## src/rtl/spi_pkg.sv

```systemverilog
// Shared state encoding and frame sizing for the SPI pair sender.
package spi_pkg;

  localparam int WORD_W_DEF = 16;
  localparam int FRAME_W    = 2 * WORD_W_DEF;

  // Wide enough to hold the count of shifted bits up to and including FRAME_W.
  function automatic int bitCntWidth(input int frameBits);
    return $clog2(frameBits) + 1;
  endfunction

  localparam int BIT_CNT_W = bitCntWidth(FRAME_W);

  typedef enum logic [2:0] {
    IDLE,
    SETUP,
    SHIFT,
    HOLD,
    DONE
  } spi_tx_state_t;

endpackage

```

## src/rtl/spi_send_pair_half_period_tick.sv

```systemverilog
// Divider that pulses tick once every CLK_DIV enabled cycles; dropping en restarts the count.
module half_period_tick #(
  parameter int CLK_DIV = 4
) (
  input  logic clk,
  input  logic areset,
  input  logic en,
  output logic tick
);

  localparam int CW = (CLK_DIV > 1) ? $clog2(CLK_DIV) : 1;
  localparam logic [CW-1:0] LAST = CW'(CLK_DIV - 1);

  logic [CW-1:0] count_q, count_d;

  assign tick = en && (count_q == LAST);

  always_comb begin
    count_d = count_q + 1'b1;
    if (!en || tick) begin
      count_d = '0;
    end
  end

  always_ff @(posedge clk) begin
    if (!areset) begin
      count_q <= '0;
    end else begin
      count_q <= count_d;
    end
  end

endmodule

```

## src/rtl/spi_send_pair.sv

```systemverilog
// SPI mode-0 initiator sending {p1,p2} MSB first under load framing.
// Define SPI_SEND_RX_CAPTURE_EN to also capture the responder's echo on sdi into rx_word.
module spi_send_pair
  import spi_pkg::*;
#(
  parameter int WORD_W  = WORD_W_DEF,
  parameter int CLK_DIV = 4
) (
  input  logic                  clk,
  input  logic                  areset,
  input  logic                  start,
  input  logic [WORD_W-1:0]     p1,
  input  logic [WORD_W-1:0]     p2,
  output logic                  busy,
  output logic                  done,
  output logic                  sck,
  output logic                  sdo,
  output logic                  load,
  input  logic                  sdi,
  output logic [2*WORD_W-1:0]   rx_word
);

  localparam int FRAME_LEN = 2 * WORD_W;
  localparam int CNT_W     = bitCntWidth(FRAME_LEN);
  localparam logic [CNT_W-1:0] LAST_BIT = CNT_W'(FRAME_LEN - 1);

  spi_tx_state_t          state_q, state_d;
  logic [FRAME_LEN-1:0]   shiftReg_q, shiftReg_d;
  logic [CNT_W-1:0]       bitCnt_q, bitCnt_d;
  logic                   sck_q, sck_d;
  logic                   sdo_q, sdo_d;
  logic                   tickEn;
  logic                   tick;

  // The divider keeps running from SETUP through HOLD so every phase is a whole half-period.
  assign tickEn = (state_q == SETUP) || (state_q == SHIFT) || (state_q == HOLD);

  half_period_tick #(
    .CLK_DIV(CLK_DIV)
  ) uTick (
    .clk   (clk),
    .areset(areset),
    .en    (tickEn),
    .tick  (tick)
  );

  assign busy = tickEn;
  assign load = tickEn;
  assign done = (state_q == DONE);
  assign sck  = sck_q;
  assign sdo  = sdo_q;

  always_comb begin
    state_d    = state_q;
    shiftReg_d = shiftReg_q;
    bitCnt_d   = bitCnt_q;
    sck_d      = sck_q;
    sdo_d      = sdo_q;
    case (state_q)
      IDLE: begin
        if (start) begin
          shiftReg_d = {p1, p2};
          sdo_d      = p1[WORD_W-1];
          bitCnt_d   = '0;
          state_d    = SETUP;
        end
      end
      SETUP: begin
        // The end of SETUP is the first rising edge of the frame.
        if (tick) begin
          sck_d   = 1'b1;
          state_d = SHIFT;
        end
      end
      SHIFT: begin
        if (tick) begin
          if (!sck_q) begin
            sck_d = 1'b1;
          end else begin
            sck_d      = 1'b0;
            shiftReg_d = shiftReg_q << 1;
            bitCnt_d   = bitCnt_q + 1'b1;
            if (bitCnt_q == LAST_BIT) begin
              state_d = HOLD;
            end else begin
              sdo_d = shiftReg_q[FRAME_LEN-2];
            end
          end
        end
      end
      HOLD: begin
        if (tick) begin
          sdo_d   = 1'b0;
          state_d = DONE;
        end
      end
      DONE: begin
        state_d = IDLE;
      end
      default: begin
        state_d = IDLE;
      end
    endcase
  end

  always_ff @(posedge clk) begin
    if (!areset) begin
      state_q    <= IDLE;
      shiftReg_q <= '0;
      bitCnt_q   <= '0;
      sck_q      <= 1'b0;
      sdo_q      <= 1'b0;
    end else begin
      state_q    <= state_d;
      shiftReg_q <= shiftReg_d;
      bitCnt_q   <= bitCnt_d;
      sck_q      <= sck_d;
      sdo_q      <= sdo_d;
    end
  end

`ifdef SPI_SEND_RX_CAPTURE_EN
  logic [FRAME_LEN-1:0] rxShift_q, rxShift_d;
  logic [FRAME_LEN-1:0] rxWord_q, rxWord_d;
  logic                 riseEvt;
  logic                 endEvt;

  assign riseEvt = tick && ((state_q == SETUP) || ((state_q == SHIFT) && !sck_q));
  assign endEvt  = tick && (state_q == HOLD);
  assign rx_word = rxWord_q;

  always_comb begin
    rxShift_d = rxShift_q;
    rxWord_d  = rxWord_q;
    if (riseEvt) begin
      rxShift_d = {rxShift_q[FRAME_LEN-2:0], sdi};
    end
    if (endEvt) begin
      rxWord_d = rxShift_q;
    end
  end

  always_ff @(posedge clk) begin
    if (!areset) begin
      rxShift_q <= '0;
      rxWord_q  <= '0;
    end else begin
      rxShift_q <= rxShift_d;
      rxWord_q  <= rxWord_d;
    end
  end
`else
  logic unusedSdi;

  assign unusedSdi = sdi;
  assign rx_word   = '0;
`endif

endmodule

```

## config.mk

```make
export PLATFORM = sky130hd
export DESIGN_NAME = spi_send_pair
export DESIGN_NICKNAME = d
export VERILOG_FILES = /design/src/rtl/spi_pkg.sv /design/src/rtl/spi_send_pair_half_period_tick.sv /design/src/rtl/spi_send_pair.sv
export SDC_FILE = /design/constraint.sdc
export NUM_CORES = 1
export LEC_CHECK = 0
export ABC_AREA = 1
export CAP_MARGIN = 5
export CORE_MARGIN = 4
export CORE_UTILIZATION = 29
export CTS_BUF_LIST = sky130_fd_sc_hd__clkbuf_16
export CTS_CLUSTER_SIZE = 12
export DETAILED_ROUTE_END_ITERATION = 8
export PLACE_DENSITY_LB_ADDON = 0.1
export SLEW_MARGIN = 20
export SYNTH_ARGS = -nofsm -noshare
export SYNTH_HDL_FRONTEND = slang
export SYNTH_SLANG_ARGS = --single-unit
```

## constraint.sdc

```tcl
create_clock -name clk -period 3.3 [get_ports clk]
set_input_delay 0.66 -clock clk [delete_from_list [all_inputs] [get_ports clk]]
set_output_delay 0.66 -clock clk [all_outputs]
set_load 0.01 [all_outputs]
```

==> summary.txt, run 1 <==
Status
  • Status: complete, no violations

Placement
  • DP Worst Slack: 1.04 ns
  • GP Congestion: 0.722
  • Post-Place Cells: 506
  • Detail Placement HPWL: 3690 um
  • Port buffer count: 39
  • DP Area: 0.00276 mm2

Routing
  • Residual DRC: 0
  • DR vias: 2199
  • Drt pass-1 iters: 4
  • Wirelength, routed: 5650 um
  • Post-DRT Antenna Nets: 0
  • Via-to-Cell Ratio: 4.29
  • WL/cell: 11.0 um
  • Initial DRC count: 102

Timing
  • Fin. Hold Viols: 0
  • RSZ-0062 raised after global routing: no
  • Clk_skew: 0.00698 ns
  • Slew Viols, Final: 0
  • Final Critical Period: 2.43 ns
  • Crit share post-route: 0.735
  • FMAX: 412 MHz
  • Setup ws final: 0.873 ns
  • Final setup viols: 0
  • Fin Setup TNS: 0 ns

Synth
  • Mapped Cells: 376
  • Synth Register Bits: 44
  • Netlist area before placement: 0.00244 mm2
  • Mean Syn Cell Area: 6.49 um2
  • Post-synth EDFFs: 0
  • Sequential area share after synthesis: 0.361
  • Ys async rst share: 0
  • Yosys Warn Count: 0
  • Synth Flop Type: dfxtp_1
  • Unique masters post-synth: 23

Final layout
  • Fill cells: 920
  • P&R area growth vs syn: 18.5%
  • Commonest non-fill, non-tap cells in the layout: 122 x nand2_1, 79 x nor2_1, 44 x dfxtp_1
  • Fin area: 0.00289 mm2
  • Number of diodes: 0
  • Layout cell share with drive strength beyond 1: 0.0417
  • Layout Nets: 446
  • Cell Count, Final, Fillers Out: 513
  • Register area: 881 um2
  • Most common cell after layout, fill and taps aside: nand2_1
  • Multi-input gate area: 0.00126 mm2

Worst setup path
  • Slowest cell on the critical path: clkdlybuf4s50_1
  • Critical path fanouts, max: 7
  • CP max stage delay: 0.59 ns
  • Crit path launch type: flip-flop
  • Crit Path Class: reg -> out
  • Critical-path cell list: inv_2, a21oi_1, clkdlybuf4s50_1
  • Critical Path End Type: output port
  • CP arrival: 1.77 ns
  • Worst EP required: 2.64 ns

Clocking
  • H-tree depth: 2
  • Clk_lat worst skew: 0.28 ns
  • Post-cts sizing count: 0
  • Clk root buf: clkbuf_16
  • Clock transition at path regs: 0.06 ns
  • Clk sinks: 44
  • CTS hold repair buffers: 0
  • Cts bufs inserted: 5
  • Setup bufs post-CTS: 0
  • Bufs on Longest Clock Path: 2
  • CTS tree: yes

Global route
  • Grt ovf: 0
  • First-pass GRT wire length: 9340 um
  • Initial antenna violation count: 0
  • GRT Resource Usage Total: 0.116
  • Largest net degree at the start of global routing: 38
  • Number of global-route vias before repair: 1982

Run
  • Max-cap check violation count: 0

Floorplanning
  • IO Count: 73
  • DIE HEIGHT: 99.7 um
  • Initial core utilization: 0.297
  • Die X-Extent: 99.7 um
  • Site Rows: 33
  • Core Area: 0.00822 mm2
  • Area of the die: 0.00994 mm2

Power and ir drop
  • Worst VDD drop: 0.256 mV
  • Leakage: 1.38 nW
  • P per Cell Area: 869 mW/mm2

Hold path
  • Class of the worst hold path: reg -> reg
-- state kept, by name, indices dropped and copies added, names as in the netlist --
name           count
state_q            3
sck                1
shiftReg_q        31
bitCnt_q           6
sdo                1
uTick.count_q      2
-- through the flow --
| step | hold slack [ns] | power [mW] | util |
|---|---|---|---|
| 2_1_floorplan | 0.399 | 1.86 | - |
| 3_3_place_gp | 0.407 | 2.05 | 0.335 |
| 3_5_place_dp | 0.422 | 2.07 | 0.335 |
| 4_1_cts | 0.445 | 2.55 | 0.352 |
| 5_1_grt | 0.470 | 2.76 | 0.352 |
| 6_report | 0.441 | 2.51 | 0.352 |
-- final timing paths --
kind | depth (start not counted) | endpoint | startpoint | slack (ns)
setup / recovery | 3 | load | state_q[1]$_SDFFE_PN0P_ | 0.87
hold / removal | 1 | uTick.count_q[0]$_SDFF_PP0_ | uTick.count_q[0]$_SDFF_PP0_ | 0.44
setup reg to reg | 8 | shiftReg_q[11]$_SDFFE_PN0P_ | state_q[0]$_SDFFE_PN0P_ | 1.07
hold reg to reg | 1 | uTick.count_q[0]$_SDFF_PP0_ | uTick.count_q[0]$_SDFF_PP0_ | 0.44
-- routing by layer --
layer	vias to the layer above	global-route usage	share of wire
met5	-	0	0
met4	0	0.0252	0.0028
met3	2	0.0344	0.053
met2	57	0.191	0.48
met1	977	0.149	0.46
li1	1163	-	-
-- area by class of cell --
class                   instances  share of cell area
multi-input cells             299               0.436
well taps                     105              0.0455
flip-flops and latches         44               0.305
clock buffers                   5              0.0433
repair buffers                 44               0.148
clock inverters                 2             0.00303
inverters                      14              0.0191
-- cell families after synthesis --
kind of cell	Yosys count	synth area share
compound gates	44	0.0960
simple gates	219	0.354
flops	44	0.361
other cells	1	0.00154
xor+xnor	2	0.00718
fa+ha+maj	2	0.0103
buf+inv	64	0.170
-- cell usage after synthesis, types with 2 or more instances --
cell | instances | area share
a21oi_1 | 10 | 0.021
buf_2 | 2 | 0.0041
buf_4 | 33 | 0.10
buf_6 | 6 | 0.028
clkbuf_1 | 9 | 0.014
dfxtp_1 | 44 | 0.36
ha_1 | 2 | 0.010
inv_1 | 12 | 0.018
nand2_1 | 122 | 0.19
nand2_4 | 2 | 0.0092
nand3_1 | 11 | 0.023
nor2_1 | 79 | 0.12
nor3_1 | 4 | 0.0082
o21ai_0 | 20 | 0.041
o21ai_1 | 12 | 0.025
-- worst max-delay path: cells and delay by family (launching register included) --
family                 cells  cell delay (ns)
buffers and inverters      2             0.72
flip-flops                 1             0.51
AO/OA/AOI/OAI              1             0.25
-- where the power goes --
part           internal, mW  total [mW]  leakage (nW)  switching [mW]
Combinational         0.404        1.21         0.944           0.803
Sequential            0.727       0.833         0.363           0.106
Clock                 0.272       0.471        0.0709           0.198
Total                  1.40        2.51          1.38            1.11
No activity file was read; power rests on OpenSTA's default activity.
==> inputs of run 2 (changes only) <==
==> constraint.sdc (replaced) <==
create_clock -name clk -period 2.02 [get_ports clk]
set_input_delay 0.404 -clock clk [delete_from_list [all_inputs] [get_ports clk]]
set_output_delay 0.404 -clock clk [all_outputs]
set_load 0.01 [all_outputs]
==> run 2 against run 1 <==
Against the previous run: sequential share of layout area decreased by 0.51 points; critical endpoint unchanged; combinational power increased by 75%; core utilization increased by 0.70 points; count of clock-buffer cells in the layout unchanged; final cell count increased by 0.19%; total power increased by 67%.
==> summary.txt, run 2 (synthesis results as in run 1) <==
Status
  • Status: complete, no violations (unchanged)

Final layout
  • Register area: 883 um2 (was 881 um2)
  • Most common cell after layout, fill and taps aside: nand2_1 (unchanged)
  • P&R area growth vs syn: 20.8% (was 18.5%)
  • Commonest non-fill, non-tap cells in the layout: 122 x nand2_1, 79 x nor2_1, 42 x dfxtp_1 (was 122 x nand2_1, 79 x nor2_1, 44 x dfxtp_1)
  • Max FFs per register: 31 (unchanged)
  • Multi-input gate area: 0.00126 mm2 (about the same)
  • Layout Nets: 449 (was 446)
  • Most flops, register: shiftReg_q (unchanged)
  • Layout cell share with drive strength beyond 1: 0.0538 (was 0.0417)
  • Fill cells: 928 (was 920)
  • Fin area: 0.00295 mm2 (was 0.00289 mm2)
  • Number of diodes: 0 (unchanged)
  • Top Registers: shiftReg_q: 31 flops, bitCnt_q: 6 flops, state_q: 3 flops (unchanged)

Floorplanning
  • DIE HEIGHT: 99.7 um (unchanged)
  • Core Area: 0.00822 mm2 (unchanged)
  • Area of the die: 0.00994 mm2 (unchanged)
  • IO Count: 73 (unchanged)
  • Die X-Extent: 99.7 um (unchanged)
  • Initial core utilization: 0.297 (unchanged)
  • Site Rows: 33 (unchanged)

Clocking
  • CTS hold repair buffers: 0 (unchanged)
  • Clk_lat worst skew: 0.28 ns (about the same)
  • Clock transition at path regs: 0.06 ns (about the same)
  • Post-cts sizing count: 2 (was 0)
  • Setup bufs post-CTS: 0 (unchanged)
  • Clk root buf: clkbuf_16 (unchanged)
  • H-tree depth: 2 (unchanged)
  • Clk sinks: 44 (unchanged)
  • CTS tree: yes (unchanged)
  • Cts bufs inserted: 5 (unchanged)
  • Bufs on Longest Clock Path: 2 (unchanged)

Timing
  • Final setup viols: 0 (unchanged)
  • Fin Setup TNS: 0 ns (unchanged)
  • Final Critical Period: 1.93 ns
  • RSZ-0062 raised after global routing: no (unchanged)
  • Slew Viols, Final: 0 (unchanged)
  • Clk_skew: 0.00347 ns (was 0.00698 ns)
  • Crit share post-route: 0.957
  • Fin. Hold Viols: 0 (unchanged)
  • FMAX: 517 MHz

Global route
  • Initial antenna violation count: 0 (unchanged)
  • GRT Resource Usage Total: 0.111 (was 0.116)
  • Largest net degree at the start of global routing: 36 (was 38)
  • Number of global-route vias before repair: 2018 (was 1982)
  • First-pass GRT wire length: 9040 um (was 9340 um)
  • Grt ovf: 0 (unchanged)

Routing
  • Drt pass-1 iters: 4 (unchanged)
  • WL/cell: 10.5 um (was 11.0 um)
  • Via-to-Cell Ratio: 4.21 (was 4.29)
  • Initial DRC count: 83 (was 102)
  • Residual DRC: 0 (unchanged)
  • Post-DRT Antenna Nets: 0 (unchanged)
  • Wirelength, routed: 5410 um (was 5650 um)
  • DR vias: 2165 (was 2199)

Power and ir drop
  • P per Cell Area: 1430 mW/mm2 (was 869 mW/mm2)
  • Worst VDD drop: 0.560 mV (was 0.256 mV)
  • Power Total: 4.20 mW (was 2.51 mW)
  • Leakage: 1.40 nW (was 1.38 nW)

Placement
  • Detail Placement HPWL: 3740 um (was 3690 um)
  • DP Area: 0.00282 mm2 (was 0.00276 mm2)
  • Port buffer count: 39 (unchanged)
  • GP Congestion: 0.713 (was 0.722)

Worst setup path
  • Critical-path cell list: inv_1, a21oi_2, clkdlybuf4s50_1 (was inv_2, a21oi_1, clkdlybuf4s50_1)
  • Critical path fanouts, max: 6 (was 7)
  • Slowest cell on the critical path: clkdlybuf4s50_1 (unchanged)
  • Worst EP required: 1.62 ns (was 2.64 ns)
  • CP max stage delay: 0.57 ns (was 0.59 ns)
  • CP arrival: 1.53 ns (was 1.77 ns)
  • FF-to-FF setup slack: 0.32 ns (was 1.07 ns)
  • Family with the most delay on the worst path: buffers and inverters (unchanged)
  • Crit path launch type: flip-flop (unchanged)
  • CP bufs+invs: 2 (unchanged)
  • Critical Path End Type: output port (unchanged)
  • Crit Path Class: reg -> out (unchanged)

Run
  • Max-cap check violation count: 0 (unchanged)

Hold path
  • Class of the worst hold path: reg -> reg (unchanged)
==> run 2: changes by cell type in the layout (fill, tap and decap cells not counted) <==
cell	delta
clkinv_2	-1
dfxtp_1	-2
buf_12	+3
dfxtp_2	+2
a21oi_1	-1
inv_1	-1
a21oi_2	+1
==> run 2: routing by layer <==
layer  vias to the layer above  track usage  wire length, um
met3                         5       0.0273              250
met5                         -            0                0
met4                         0       0.0315               48
met1                       945        0.139             2530
met2                        51        0.189             2580
li1                       1164            -                -
==> run 2: where the power goes <==
group,leakage [nW],internal (mW),total [mW],switching [mW]
clock network,0.0616,0.437,0.736,0.299
logic,0.973,0.797,2.12,1.33
registers,0.363,1.19,1.35,0.156
total,1.40,2.42,4.20,1.78
==> run 2: through the flow <==
stage | instances | util | setup WS, ns | hold WS (ns)
6_report | 514 | 0.359 | 0.0860 | 0.416
3_5_place_dp | 509 | 0.343 | 0.194 | 0.415
3_3_place_gp | 509 | 0.343 | 0.222 | 0.411
4_1_cts | 514 | 0.358 | 0.0496 | 0.424
5_1_grt | 514 | 0.359 | 0.0190 | 0.447
2_1_floorplan | 407 | - | 0.588 | 0.399
==> run 2: path summary, 6_finish.rpt <==
| check | start | cells after the start | to |
|---|---|---|---|
| hold / removal | uTick.count_q[0]$_SDFF_PP0_ | 1 | uTick.count_q[0]$_SDFF_PP0_ |
| hold reg to reg | uTick.count_q[0]$_SDFF_PP0_ | 1 | uTick.count_q[0]$_SDFF_PP0_ |
| setup / recovery | state_q[0]$_SDFFE_PN0P_ | 3 | load |
| setup reg to reg | state_q[2]$_SDFFE_PN0P_ | 8 | shiftReg_q[5]$_SDFFE_PN0P_ |
==> run 2: cell type report <==
class,count,area share
Clock buffer,5,0.0425
Inverter,14,0.0187
Multi-Input combinational cell,299,0.429
Sequential cell,44,0.300
Tap cell,105,0.0446
Timing Repair Buffer,47,0.166
